--- config.mk ---
export PLATFORM = sky130hd
export DESIGN_NAME = dtree_classifier
export DESIGN_NICKNAME = d
export VERILOG_FILES = /design/src/rtl/dtree_classifier.sv
export SDC_FILE = /design/constraint.sdc
export NUM_CORES = 1
export LEC_CHECK = 0
export ABC_AREA = 1
export BUFFER_PORTS_ARGS = -buffer_cell sky130_fd_sc_hd__buf_4
export CORE_MARGIN = 10
export CORE_UTILIZATION = 35
export DETAILED_ROUTE_END_ITERATION = 8
export PLACE_DENSITY_LB_ADDON = 0.08
export RECOVER_POWER = 50
export SLEW_MARGIN = 25
export SYNTH_ARGS = -nofsm -noshare
export SYNTH_HDL_FRONTEND = slang
export SYNTH_SLANG_ARGS = --single-unit
--- constraint.sdc ---
create_clock -name clk -period 8.6 [get_ports clk]
set_clock_uncertainty 0.05 [all_clocks]
set_input_delay 0.43 -clock clk [delete_from_list [all_inputs] [get_ports clk]]
set_output_delay 0.43 -clock clk [all_outputs]
set_load 0.02 [all_outputs]
--- src/rtl/dtree_classifier.sv ---
`default_nettype none
// ============================================================================
// Module   : dtree_classifier
// Purpose  : Streaming spike classifier. A sample at or above THRESHOLD starts
//            a capture of FEATURES samples spaced STRIDE cycles apart. The
//            captured feature vector is then classified by a depth-2 binary
//            tree of linear nodes (sum of coeff*feature compared to a bias).
// Ports    : clk        - clock, rising edge
//            reset      - synchronous, active-high
//            sample     - unsigned input sample, one per cycle
//            level      - class label of the reached leaf (held between pulses)
//            path       - {root decision, second decision} (held)
//            out_valid  - one-cycle pulse marking a new level/path result
// Revision : 1.0 - initial release
// ============================================================================
module dtree_classifier #(
    parameter int FEATURES    = 3,
    parameter int IN_WIDTH    = 10,
    parameter int COEFF_WIDTH = 4,
    parameter int THRESHOLD   = 512,
    parameter int STRIDE      = 4,
    parameter int ACC_WIDTH   = IN_WIDTH + COEFF_WIDTH + 1 + $clog2(FEATURES) + 1,
    // node2 (f2,f1,f0) = (-1,0,1), node1 = (1,0,0), node0 = (0,1,0)
    parameter logic [3*FEATURES*COEFF_WIDTH-1:0] COEFFS = 36'hF01_100_010,
    parameter logic [3*ACC_WIDTH-1:0] BIASES =
        {ACC_WIDTH'(0), ACC_WIDTH'(300), ACC_WIDTH'(700)},
    parameter logic [7:0] LEAF_LABELS = 8'b11_10_01_00
) (
    input  logic                clk,
    input  logic                reset,
    input  logic [IN_WIDTH-1:0] sample,
    output logic [1:0]          level,
    output logic [1:0]          path,
    output logic                out_valid
);

    localparam int CNT_W  = (STRIDE > 1) ? $clog2(STRIDE) : 1;
    localparam int LEFT_W = $clog2(FEATURES) + 1;

    typedef enum logic [2:0] {
        S_IDLE    = 3'd0,
        S_CAPTURE = 3'd1,
        S_EVAL0   = 3'd2,
        S_EVAL1   = 3'd3,
        S_OUTPUT  = 3'd4
    } state_t;

    state_t r_state, w_state_nxt;

    // Feature shift chain: newest capture enters at the top, so once all
    // FEATURES samples are in, r_feat[k] holds feature k.
    logic [IN_WIDTH-1:0] r_feat [FEATURES];
    logic [CNT_W-1:0]    r_cnt;
    logic [LEFT_W-1:0]   r_left;
    logic                r_d1;
    logic                r_d2;
    logic [1:0]          r_level;
    logic [1:0]          r_path;
    logic                r_valid;

    logic                w_trig;
    logic                w_cap;
    logic [1:0]          w_node;
    logic signed [ACC_WIDTH-1:0] w_sum;
    logic signed [ACC_WIDTH-1:0] w_bias;
    logic                w_dec;
    logic [1:0]          w_leaf_path;

    // The OUTPUT cycle behaves like IDLE for triggering, so a sample at the
    // edge that drops out_valid can already start the next spike.
    assign w_trig = ((r_state == S_IDLE) || (r_state == S_OUTPUT)) &&
                    (sample >= IN_WIDTH'(THRESHOLD));
    assign w_cap  = (r_state == S_CAPTURE) && (r_cnt == CNT_W'(STRIDE - 1));

    // Node 0 in EVAL0; node 1 + d1 in EVAL1.
    assign w_node = (r_state == S_EVAL1) ? (r_d1 ? 2'd2 : 2'd1) : 2'd0;

    function automatic logic signed [ACC_WIDTH-1:0] node_sum(input logic [1:0] n);
        logic signed [ACC_WIDTH-1:0] acc;
        logic signed [ACC_WIDTH-1:0] cx;
        logic signed [ACC_WIDTH-1:0] fx;
        logic [COEFF_WIDTH-1:0]      c;
        acc = '0;
        for (int k = 0; k < FEATURES; k++) begin
            c   = COEFF_WIDTH'(COEFFS >> ((int'(n) * FEATURES + k) * COEFF_WIDTH));
            cx  = ACC_WIDTH'($signed(c));              // sign-extend coefficient
            fx  = $signed(ACC_WIDTH'(r_feat[k]));      // zero-extend feature
            acc = acc + cx * fx;
        end
        return acc;
    endfunction

    assign w_sum       = node_sum(w_node);
    assign w_bias      = $signed(ACC_WIDTH'(BIASES >> (int'(w_node) * ACC_WIDTH)));
    assign w_dec       = (w_sum >= w_bias);
    assign w_leaf_path = {r_d1, w_dec};

    // ------------------------------------------------------------------ FSM
    always_ff @(posedge clk) begin
        if (reset) begin
            r_state <= S_IDLE;
        end else begin
            r_state <= w_state_nxt;
        end
    end

    always_comb begin
        w_state_nxt = r_state;
        case (r_state)
            S_IDLE, S_OUTPUT: begin
                if (w_trig) begin
                    w_state_nxt = (FEATURES == 1) ? S_EVAL0 : S_CAPTURE;
                end else begin
                    w_state_nxt = S_IDLE;
                end
            end
            S_CAPTURE: begin
                if (w_cap && (r_left == LEFT_W'(1))) begin
                    w_state_nxt = S_EVAL0;
                end
            end
            S_EVAL0:  w_state_nxt = S_EVAL1;
            S_EVAL1:  w_state_nxt = S_OUTPUT;
            default:  w_state_nxt = S_IDLE;
        endcase
    end

    // ------------------------------------------------------------- datapath
    always_ff @(posedge clk) begin
        if (reset) begin
            for (int k = 0; k < FEATURES; k++) begin
                r_feat[k] <= '0;
            end
            r_cnt   <= '0;
            r_left  <= '0;
            r_d1    <= 1'b0;
            r_d2    <= 1'b0;
            r_level <= 2'd0;
            r_path  <= 2'd0;
            r_valid <= 1'b0;
        end else begin
            r_valid <= (r_state == S_EVAL1);

            if (w_trig || w_cap) begin
                for (int k = 0; k < FEATURES - 1; k++) begin
                    r_feat[k] <= r_feat[k + 1];
                end
                r_feat[FEATURES - 1] <= sample;
                r_cnt <= '0;
                r_left <= w_trig ? LEFT_W'(FEATURES - 1) : (r_left - LEFT_W'(1));
            end else if (r_state == S_CAPTURE) begin
                r_cnt <= r_cnt + CNT_W'(1);
            end

            if (r_state == S_EVAL0) begin
                r_d1 <= w_dec;
            end

            if (r_state == S_EVAL1) begin
                r_d2    <= w_dec;
                r_path  <= w_leaf_path;
                r_level <= 2'(LEAF_LABELS >> {w_leaf_path, 1'b0});
            end
        end
    end

    assign level     = r_level;
    assign path      = r_path;
    assign out_valid = r_valid;

endmodule
`default_nettype wire

==> impl_metrics.py, run 1 <==
metrics = {
    "cells_and_area": {
        "final_cell_mix": "inv_1, nor2_1, nand2_1",
        "drive_gt1_frac": 0.04303,
        "final_common_cell": "inv_1",
        "antenna_cells": 0,
        "stdcell_area_um2": 5789,
        "areaGrowthSynthToFinish_pct": 10.96,
        "layout.nets": 825,
    },
    "clock_tree": {
        "cts_hold_buf": 0,
        "cts.clk_slew.worst_paths_ns": 0.06,
        "htree_levels": 2,
        "clockBufferDepth": 2,
        "clockRootBuffer": "clkbuf_16",
        "numCtsBuffers": 5,
        "cts_sinks": 42,
        "clkLatencyLatePin_ns": 0.29,
        "cts_tree": "yes",
        "post_cts_buffers": 0,
        "cts_resized": 0,
    },
    "routing": {
        "drc": 0,
        "dr.pass1.iters": 4,
        "ant_nets": 0,
        "wl_um": 10620,
        "vias_per_cell": 4.378,
        "vias": 3756,
        "wl_per_cell_um": 12.38,
        "drtIter0Drc": 124,
    },
    "sta": {
        "slew_violations": 0,
        "fin_crit_ns": 7.017,
        "setup_tns_ns": 0,
        "finalSetupViolations": 0,
        "finalHoldViolations": 0,
        "rsz0062_at_grt": "false",
        "fmax_ghz": 0.1425,
        "setup_ws_ns": 1.583,
        "slew_headroom": 0.2929,
        "tightestPinTransition_ns": 1.061,
        "period_share": 0.8159,
    },
    "worst_setup_path": {
        "worstPathArrival_ns": 7.14,
        "cpMostUsedCell": "nand2_1",
        "critical-path-max-stage-delay_ns": 0.55,
        "crit_path_end_kind": "register",
        "required_ns": 8.73,
        "startpoint_type": "register",
        "crit_type": "register to register",
        "crit_fanout": 13,
        "cp_slowest_cell": "fa_1",
    },
    "pwr": {
        "power.density_nw_per_um2": 188.4,
        "leakage_nw": 3.139,
        "ir_drop_mv": 0.09399,
    },
    "logic_synthesis": {
        "post_synth_num_cell_types": 30,
        "ys_seq_area_frac": 0.2187,
        "syn_area_um2": 5218,
        "synth.area.top_cells": "fa_1, ha_1, edfxtp_1",
        "yosys.area.top_type_share": 0.2379,
        "synth-seq-cells": 42,
        "yosysWarningCount": 0,
        "yosysTopAreaCell": "fa_1",
        "synth.avg_cell_area_um2": 8.269,
        "netlist_instances": 631,
    },
    "die": {
        "initial_core_util": 0.3576,
        "die_w_um": 142.1,
        "die_y_um": 142.1,
        "ios": 17,
        "rows": 44,
        "coreArea_um2": 14590,
        "die-area_um2": 20190,
    },
    "global_route": {
        "antenna_found_initial": 0,
        "grt_overflow": 0,
        "grt.total_usage": 0.1135,
        "grt_pass1_vias": 4007,
        "grt_max_degree": 31,
        "grt_first_pass_wirelength_um": 18810,
    },
    "place": {
        "placed_area_um2": 5639,
        "place.gp.congestion": 0.8326,
        "io_buffers": 16,
        "dp_slack_ns": 1.523,
        "hpwl_um": 9223,
    },
    "run_status": {
        "status": "finished clean",
    },
    "job": {
        "cap_viol_max_count": 0,
    },
    "worst_hold_path": {
        "hp-class": "input port to register",
    },
}
==> final timing paths <==
kind	start	endpoint	slack (ns)	cells after the start
worst max-delay path	r_state[1]	level[0]	1.58	33
worst max register to register	r_state[1]	level[0]	1.58	33
worst min-delay path	reset	r_state[2]	0.30	2
worst min register to register	r_cnt[1]	r_cnt[1]	0.42	2
==> cell usage after synthesis <==
| library cell | n |
|---|---|
| a21oi_2 | 1 |
| a21oi_1 | 11 |
| nor2_2 | 2 |
| dfxtp_1 | 12 |
| ha_1 | 78 |
| nor3_1 | 4 |
| inv_1 | 172 |
| o21ai_0 | 6 |
| buf_4 | 2 |
| nor3_2 | 1 |
| conb_1 | 2 |
| nand2_2 | 2 |
| buf_2 | 6 |
| xnor2_1 | 3 |
| or2_1 | 1 |
| edfxtp_1 | 30 |
| nor2_4 | 2 |
| nand3_1 | 20 |
| clkbuf_1 | 2 |
| a21o_1 | 1 |
| o21ai_1 | 4 |
| xor2_1 | 4 |
| nand4_1 | 4 |
| fa_1 | 62 |
| a31oi_1 | 3 |
| nand2_1 | 93 |
| inv_2 | 4 |
| a211oi_1 | 1 |
| nor2_1 | 97 |
| o21bai_1 | 1 |
==> flip-flops by register name, summed over array words and instances, names as in the netlist <==
| register | flops |
|---|---|
| level | 2 |
| out_valid | 1 |
| r_state | 3 |
| r_left | 3 |
| r_d1 | 1 |
| r_cnt | 2 |
| r_feat | 30 |
==> logic make-up (layout without fill, tap and decap cells) <==
kind of cell,after synthesis,after routing,share of synthesized area
AOI/OAI and AO/OA,28,28,0.02974
xor gates and xnor gates,7,7,0.01175
adders and majority gates,140,140,0.4249
buffers and inverters,186,203,0.1367
DFF,42,42,0.2187
other,2,28,0.001439
and+or+nand+nor,226,226,0.1767
==> routing by layer <==
layer / GRT usage / up-vias / share of wire
met2: 0.1946 / 35 / 0.50
met3: 0.01836 / 6 / 0.023
met1: 0.1475 / 1782 / 0.47
met4: 0.02098 / 0 / 0.0082
met5: 0 / - / 0
li1: - / 1933 / -
==> critical path, delay by kind of cell (launching register included) <==
family | cells | cell delay, ns
buf+inv | 3 | 0.52
xor+xnor | 1 | 0.14
flops | 1 | 0.34
simple gates | 18 | 1.50
fa+ha+maj | 10 | 4.28
compound gates | 1 | 0.06
==> power by group <==
part	internal [mW]	switching, mW	total, mW
combinational	0.223	0.374	0.597
clock	0.155	0.0815	0.237
sequential	0.244	0.0135	0.257
total	0.622	0.469	1.09
==> metrics by stage <==
step / power (mW) / util / cells / hold slack (ns)
final: 1.091 / 0.3968 / 858 / 0.2995
after global routing: 1.225 / 0.3968 / 858 / 0.2936
after CTS: 1.108 / 0.3995 / 858 / 0.2849
after detailed placement: 0.8595 / 0.3865 / 850 / 0.4130
after global placement: 0.8633 / 0.3865 / 850 / 0.4049
after floorplan: 0.7260 / - / 657 / 0.3912
==> cell type report <==
| type | count | area, um^2 |
|---|---|---|
| clock inverters | 2 | 38.79 |
| fillers | 1559 | 8800 |
| multi-input cells | 429 | 3448 |
| flip-flops and latches | 42 | 1141 |
| repair buffers | 19 | 120.1 |
| clock buffers | 6 | 150.1 |
| inverters | 176 | 660.6 |
| well taps | 184 | 230.2 |
Note: power is estimated with default switching activity, not from simulation.
==> run 2: changes to the inputs <==
--- a/config.mk
+++ b/config.mk
@@ -5,7 +5,7 @@
 export SDC_FILE = /design/constraint.sdc
 export NUM_CORES = 1
 export LEC_CHECK = 0
-export ABC_AREA = 1
+export ABC_AREA = 0
 export BUFFER_PORTS_ARGS = -buffer_cell sky130_fd_sc_hd__buf_4
 export CORE_MARGIN = 10
 export CORE_UTILIZATION = 35
==> constraint.sdc (replaced) <==
create_clock -name clk -period 7.1 [get_ports clk]
set_clock_uncertainty 0.05 [all_clocks]
set_input_delay 0.355 -clock clk [delete_from_list [all_inputs] [get_ports clk]]
set_output_delay 0.355 -clock clk [all_outputs]
set_load 0.02 [all_outputs]
==> impl_metrics.py, run 2 <==
metrics = {
    "worst_setup_path": {
        "cp_slowest_cell": "fa_1",
        "startpoint_type": "register",
        "crit_start": "r_state[2]",
        "r2r-start": "r_state[2]",
        "crit_type": "register to register",
        "reg2reg_slack_ns": 0.41,
        "timing.rr.end": "r_d1",
        "critPathCapture": "r_d1",
        "critical-path-max-stage-delay_ns": 0.54,
        "required_ns": 7.22,
        "cpMostUsedCell": "fa_1",
        "reg2reg_depth": 26,
        "crit_path_end_kind": "register",
        "crit_fanout": 7,
        "worstPathArrival_ns": 6.81,
    },
    "logic_synthesis": {
        "synth_edf_count": 30,
        "post_synth_num_cell_types": 47,
        "netlist_instances": 480,
        "syn_area_um2": 5037,
        "synth.avg_cell_area_um2": 10.49,
        "yosys.area.top_type_share": 0.2464,
        "synth_flop_cell": "edfxtp_1",
        "synthArstFlopShare": 0,
        "yosysWarningCount": 0,
        "synth.area.top_cells": "fa_1, ha_1, edfxtp_1",
        "synthTopCellsByCount": "inv_1, ha_1, fa_1",
        "yosysTopAreaCell": "fa_1",
        "ys_seq_area_frac": 0.2265,
        "yosysMostFrequentCell": "inv_1",
        "synth-seq-cells": 42,
    },
    "routing": {
        "vias_per_cell": 4.592,
        "wl_um": 9696,
        "wl_per_cell_um": 13.73,
        "vias": 3242,
        "ant_nets": 0,
        "drtIter0Drc": 185,
        "drc": 0,
        "dr.pass1.iters": 4,
    },
    "sta": {
        "holdWs_ns": 0.2961,
        "finalSetupViolations": 0,
        "slew_headroom": 0.5046,
        "finalHoldViolations": 0,
        "tightestPinTransition_ns": 0.7415,
        "setup_ws_ns": 0.4073,
        "fmax_ghz": 0.1494,
        "fin_crit_ns": 6.693,
        "slew_violations": 0,
        "period_share": 0.9426,
    },
    "worst_hold_path": {
        "hp-class": "input port to register",
    },
    "cells_and_area": {
        "layout.nets": 677,
        "final_core_util": 0.4071,
        "final_cell_mix": "inv_1, ha_1, fa_1",
        "drive_gt1_frac": 0.09886,
        "antenna_cells": 0,
        "largest-register": "r_feat",
        "largest_reg_flops": 30,
        "final_common_cell": "inv_1",
        "areaGrowthSynthToFinish_pct": 13.04,
        "reg_top3": "r_feat x30, r_left x3, r_state x3",
    },
    "clock_tree": {
        "numCtsBuffers": 5,
        "post_cts_buffers": 0,
        "clockRootBuffer": "clkbuf_16",
        "cts.clk_slew.worst_paths_ns": 0.06,
        "clkLatencyLatePin_ns": 0.28,
        "htree_levels": 2,
        "cts_hold_buf": 0,
        "cts_tree": "yes",
        "cts_resized": 0,
        "clockBufferDepth": 2,
        "cts_sinks": 42,
    },
    "pwr": {
        "ir_drop_mv": 0.1045,
        "seq_power_share": 0.239,
        "combinationalPowerShare": 0.569,
        "clock_power_share": 0.191,
        "leakage_nw": 2.841,
        "power.internal_mw": 0.8279,
        "power.density_nw_per_um2": 248.4,
        "p_sw_mw": 0.5866,
        "p_sw_frac": 0.4147,
    },
    "die": {
        "initial_core_util": 0.3601,
        "die-area_um2": 19590,
        "coreArea_um2": 13990,
        "die_y_um": 140.0,
        "ios": 17,
        "rows": 43,
        "die_w_um": 140.0,
    },
    "global_route": {
        "grt_pass1_vias": 3454,
        "antenna_found_initial": 0,
        "grt.total_usage": 0.1027,
        "grt_max_degree": 31,
        "grt_overflow": 0,
        "grt_first_pass_wirelength_um": 16680,
    },
    "place": {
        "dp_slack_ns": 0.1171,
        "hpwl_um": 8342,
        "place.gp.congestion": 0.7898,
        "io_buffers": 16,
    },
    "job": {
        "cap_viol_max_count": 0,
    },
    "run_status": {
        "status": "finished clean",
    },
}
run 2: changes by cell type in the layout (fill, tap and decap cells not counted), sizes merged, moves of 6 or more:
cell / previous run / this run
buf: 13 / 23
inv: 174 / 91
xnor2: 3 / 12
and2: 0 / 50
nand2b: 0 / 6
nand2: 95 / 12
nor2: 101 / 21
nand3: 20 / 4
and3: 0 / 18
run 2: critical path: cells and delay by family, from the launching register on:
kind | cells | cell delay, ns
flops | 1 | 0.33
fa+ha+maj | 9 | 3.70
buf+inv | 3 | 0.19
xor+xnor | 1 | 0.14
simple gates | 8 | 1.24
compound gates | 5 | 0.92
run 2: worst min path at each step:
stage,slack [ns],start,to,cells past startpoint
finish,0.30,sample[8],r_feat[0][28],2
global placement,0.42,level[1],level[1],2
detailed placement,0.43,level[1],level[1],2
floorplan,0.41,reset,level[0],1
CTS,0.29,sample[8],r_feat[0][28],2
global route,0.29,sample[0],r_feat[0][20],2
run 2: through the flow:
stage          std cells  power, mW  setup TNS, ns  cell area [um^2]
2_1_floorplan        506     0.9598              0              5135
3_3_place_gp         698      1.141              0              5479
3_5_place_dp         698      1.146              0              5479
4_1_cts              706      1.430              0              5663
5_1_grt              706      1.567      -0.005130              5694
6_report             706      1.414              0              5694
run 2: layer usage:
metal | global-route usage | wire length [um]
met1 | 0.1333 | 4501
met2 | 0.1752 | 4882
met3 | 0.01690 | 213
met5 | 0 | 0
met4 | 0.02065 | 99
run 2: area by class of cell:
cell class,count,area (um^2)
Clock buffer,7,175.2
Clock inverter,1,8.758
Fill cell,1405,8294
Inverter,91,341.6
Multi-Input combinational cell,361,3623
Sequential cell,42,1144
Tap cell,180,225.2
Timing Repair Buffer,24,176.4
run 2: logic make-up (layout without fill, tap and decap cells):
| kind of cell | count (synthesis) | after routing | synth area share |
|---|---|---|---|
| compound gates | 50 | 50 | 0.07626 |
| xor+xnor | 16 | 16 | 0.02782 |
| fa+ha+maj | 140 | 140 | 0.4401 |
| buf+inv | 103 | 123 | 0.08073 |
| flops | 42 | 42 | 0.2265 |
| mux | 2 | 2 | 0.003974 |
| other cells | 2 | 28 | 0.001491 |
| simple gates | 125 | 125 | 0.1431 |
run 2: power groups by stage:
stage | logic, mW | clock network [mW] | registers (mW)
6_report | 0.805 | 0.271 | 0.339
5_1_grt | 0.934 | 0.288 | 0.344
4_1_cts | 0.812 | 0.279 | 0.339
3_5_place_dp | 0.801 | 0 | 0.344
3_3_place_gp | 0.797 | 0 | 0.345
2_1_floorplan | 0.626 | 0 | 0.333
==> run 3: changes to the inputs <==
--- a/config.mk
+++ b/config.mk
@@ -8,9 +8,8 @@
 export ABC_AREA = 0
 export BUFFER_PORTS_ARGS = -buffer_cell sky130_fd_sc_hd__buf_4
 export CORE_MARGIN = 10
-export CORE_UTILIZATION = 35
+export CORE_UTILIZATION = 45
 export DETAILED_ROUTE_END_ITERATION = 8
-export PLACE_DENSITY_LB_ADDON = 0.08
 export RECOVER_POWER = 50
 export SLEW_MARGIN = 25
 export SYNTH_ARGS = -nofsm -noshare
==> impl_metrics.py, run 3 (synthesis results as in run 2) <==
metrics = {
    "run_status": {
        "status": "finished clean",
    },
    "job": {
        "cap_viol_max_count": 0,
    },
    "place": {
        "hpwl_um": 7493,
        "io_buffers": 16,
        "place.gp.congestion": 0.8368,
    },
    "pwr": {
        "p_sw_mw": 0.5711,
        "finalPower_mw": 1.348,
        "seq_power_share": 0.252,
        "power.density_nw_per_um2": 242.4,
        "leakage_nw": 2.785,
        "power.internal_mw": 0.7772,
        "combinationalPowerShare": 0.590,
        "p_sw_frac": 0.4236,
        "ir_drop_mv": 0.1515,
        "clock_power_share": 0.159,
    },
    "die": {
        "coreArea_um2": 10890,
        "die_y_um": 125.8,
        "initial_core_util": 0.4627,
        "rows": 38,
        "die_w_um": 125.8,
        "die-area_um2": 15830,
        "ios": 17,
    },
    "routing": {
        "dr.pass1.iters": 4,
        "ant_nets": 0,
        "wl_per_cell_um": 13.29,
        "vias": 3242,
        "drtIter0Drc": 131,
        "wl_um": 8851,
        "vias_per_cell": 4.868,
        "drc": 0,
    },
    "sta": {
        "holdWs_ns": 0.2804,
        "period_share": 0.9518,
        "finalSetupViolations": 0,
        "fmax_ghz": 0.1480,
        "slew_violations": 0,
        "fin_crit_ns": 6.758,
        "finalHoldViolations": 0,
        "slew_headroom": 0.4026,
        "tightestPinTransition_ns": 0.8960,
    },
    "cells_and_area": {
        "drive_gt1_frac": 0.08745,
        "final_cell_mix": "inv_1, ha_1, fa_1",
        "regArea_um2": 1144,
        "areaGrowthSynthToFinish_pct": 10.43,
        "reg_top3": "r_feat x30, r_left x3, r_state x3",
        "final_common_cell": "inv_1",
        "final_core_util": 0.5109,
        "multi_input_area_um2": 3612,
        "largest-register": "r_feat",
        "layout.nets": 677,
        "antenna_cells": 0,
        "largest_reg_flops": 30,
        "fillerInstances": 1027,
    },
    "clock_tree": {
        "cts_resized": 0,
        "htree_levels": 2,
        "cts_hold_buf": 0,
        "cts_tree": "yes",
        "cts.clk_slew.worst_paths_ns": 0.09,
        "cts_sinks": 42,
        "post_cts_buffers": 0,
        "numCtsBuffers": 5,
        "clockRootBuffer": "clkbuf_8",
        "clkLatencyLatePin_ns": 0.30,
        "clockBufferDepth": 2,
    },
    "global_route": {
        "antenna_found_initial": 0,
        "grt_pass1_vias": 3306,
        "grt.total_usage": 0.1126,
        "grt_max_degree": 31,
        "grt_first_pass_wirelength_um": 15120,
        "grt_overflow": 0,
    },
    "worst_setup_path": {
        "startpoint_type": "register",
        "timing.rr.end": "r_d1",
        "critPathCapture": "r_d1",
        "crit_type": "register to register",
        "reg2reg_depth": 26,
        "required_ns": 7.23,
        "r2r-start": "r_state[2]",
        "reg2reg_slack_ns": 0.34,
        "worstPathArrival_ns": 6.89,
        "crit_fanout": 7,
        "crit_start": "r_state[2]",
        "crit_path_end_kind": "register",
    },
    "worst_hold_path": {
        "hp-class": "input port to register",
    },
}
## run 3: changes by cell type in the layout (fill, tap and decap cells not counted), sizes merged
| cell | delta |
|---|---|
| bufinv | +1 |
| buf | -5 |
| clkbuf | +4 |
## run 3: layout make-up
type | count | share of cell area
timing repair buffer | 24 | 0.02834
tap | 140 | 0.03149
clock buffer | 6 | 0.01687
inverter | 91 | 0.06140
sequential | 42 | 0.2056
multi-input combinational | 361 | 0.6493
clock inverter | 2 | 0.006973
## run 3: power groups by stage
stage	Sequential, mW	Combinational (mW)	Clock (mW)
detailed placement	0.345	0.777	0
global route	0.344	0.907	0.231
global placement	0.344	0.766	0
finish	0.339	0.795	0.214
floorplan	0.333	0.626	0
CTS	0.339	0.789	0.219
## run 3: metal layers
metal / part of all wire / vias up / track usage
li1: - / 1621 / -
met1: 0.45 / 1583 / 0.1394
met2: 0.53 / 36 / 0.2029
met3: 0.022 / 2 / 0.02349
met4: 0.0019 / 0 / 0.01139
met5: 0 / - / 0
## run 3: worst min path at each step
stage	startpoint	slack, ns	to	cells past startpoint
2_1_floorplan	reset	0.41	level[0]	1
3_3_place_gp	level[1]	0.42	level[1]	2
3_5_place_dp	level[1]	0.43	level[1]	2
4_1_cts	reset	0.27	level[1]	2
5_1_grt	sample[3]	0.26	r_feat[0][23]	2
6_report	reset	0.28	r_left[1]	2
## run 3: critical path: stages (launching register included)
cell	delay, ns
dfxtp_1	0.37
nand3b_4	0.19
inv_2	0.06
nand2b_1	0.13
ha_4	0.19
buf_4	0.12
nand2_1	0.07
fa_1	0.49
fa_1	0.47
fa_1	0.53
fa_1	0.54
inv_1	0.04
ha_1	0.30
fa_1	0.46
ha_1	0.26
fa_2	0.39
a211oi_2	0.22
o21bai_1	0.10
a21oi_1	0.18
xnor2_1	0.16
ha_1	0.29
and3_1	0.16
nand3_1	0.09
a21oi_2	0.04
a2111oi_2	0.34
and4b_4	0.31
o41ai_2	0.08
## run 3: metrics by stage
stage | TNS (ns) | cell area, um^2 | cells | setup slack, ns
CTS | 0 | 5558 | 666 | 0.1120
floorplan | 0 | 5135 | 506 | 0.3387
global placement | 0 | 5425 | 658 | 0.2673
global route | -0.009316 | 5563 | 666 | -0.007142
finish | 0 | 5563 | 666 | 0.3423
detailed placement | 0 | 5425 | 658 | 0.1444
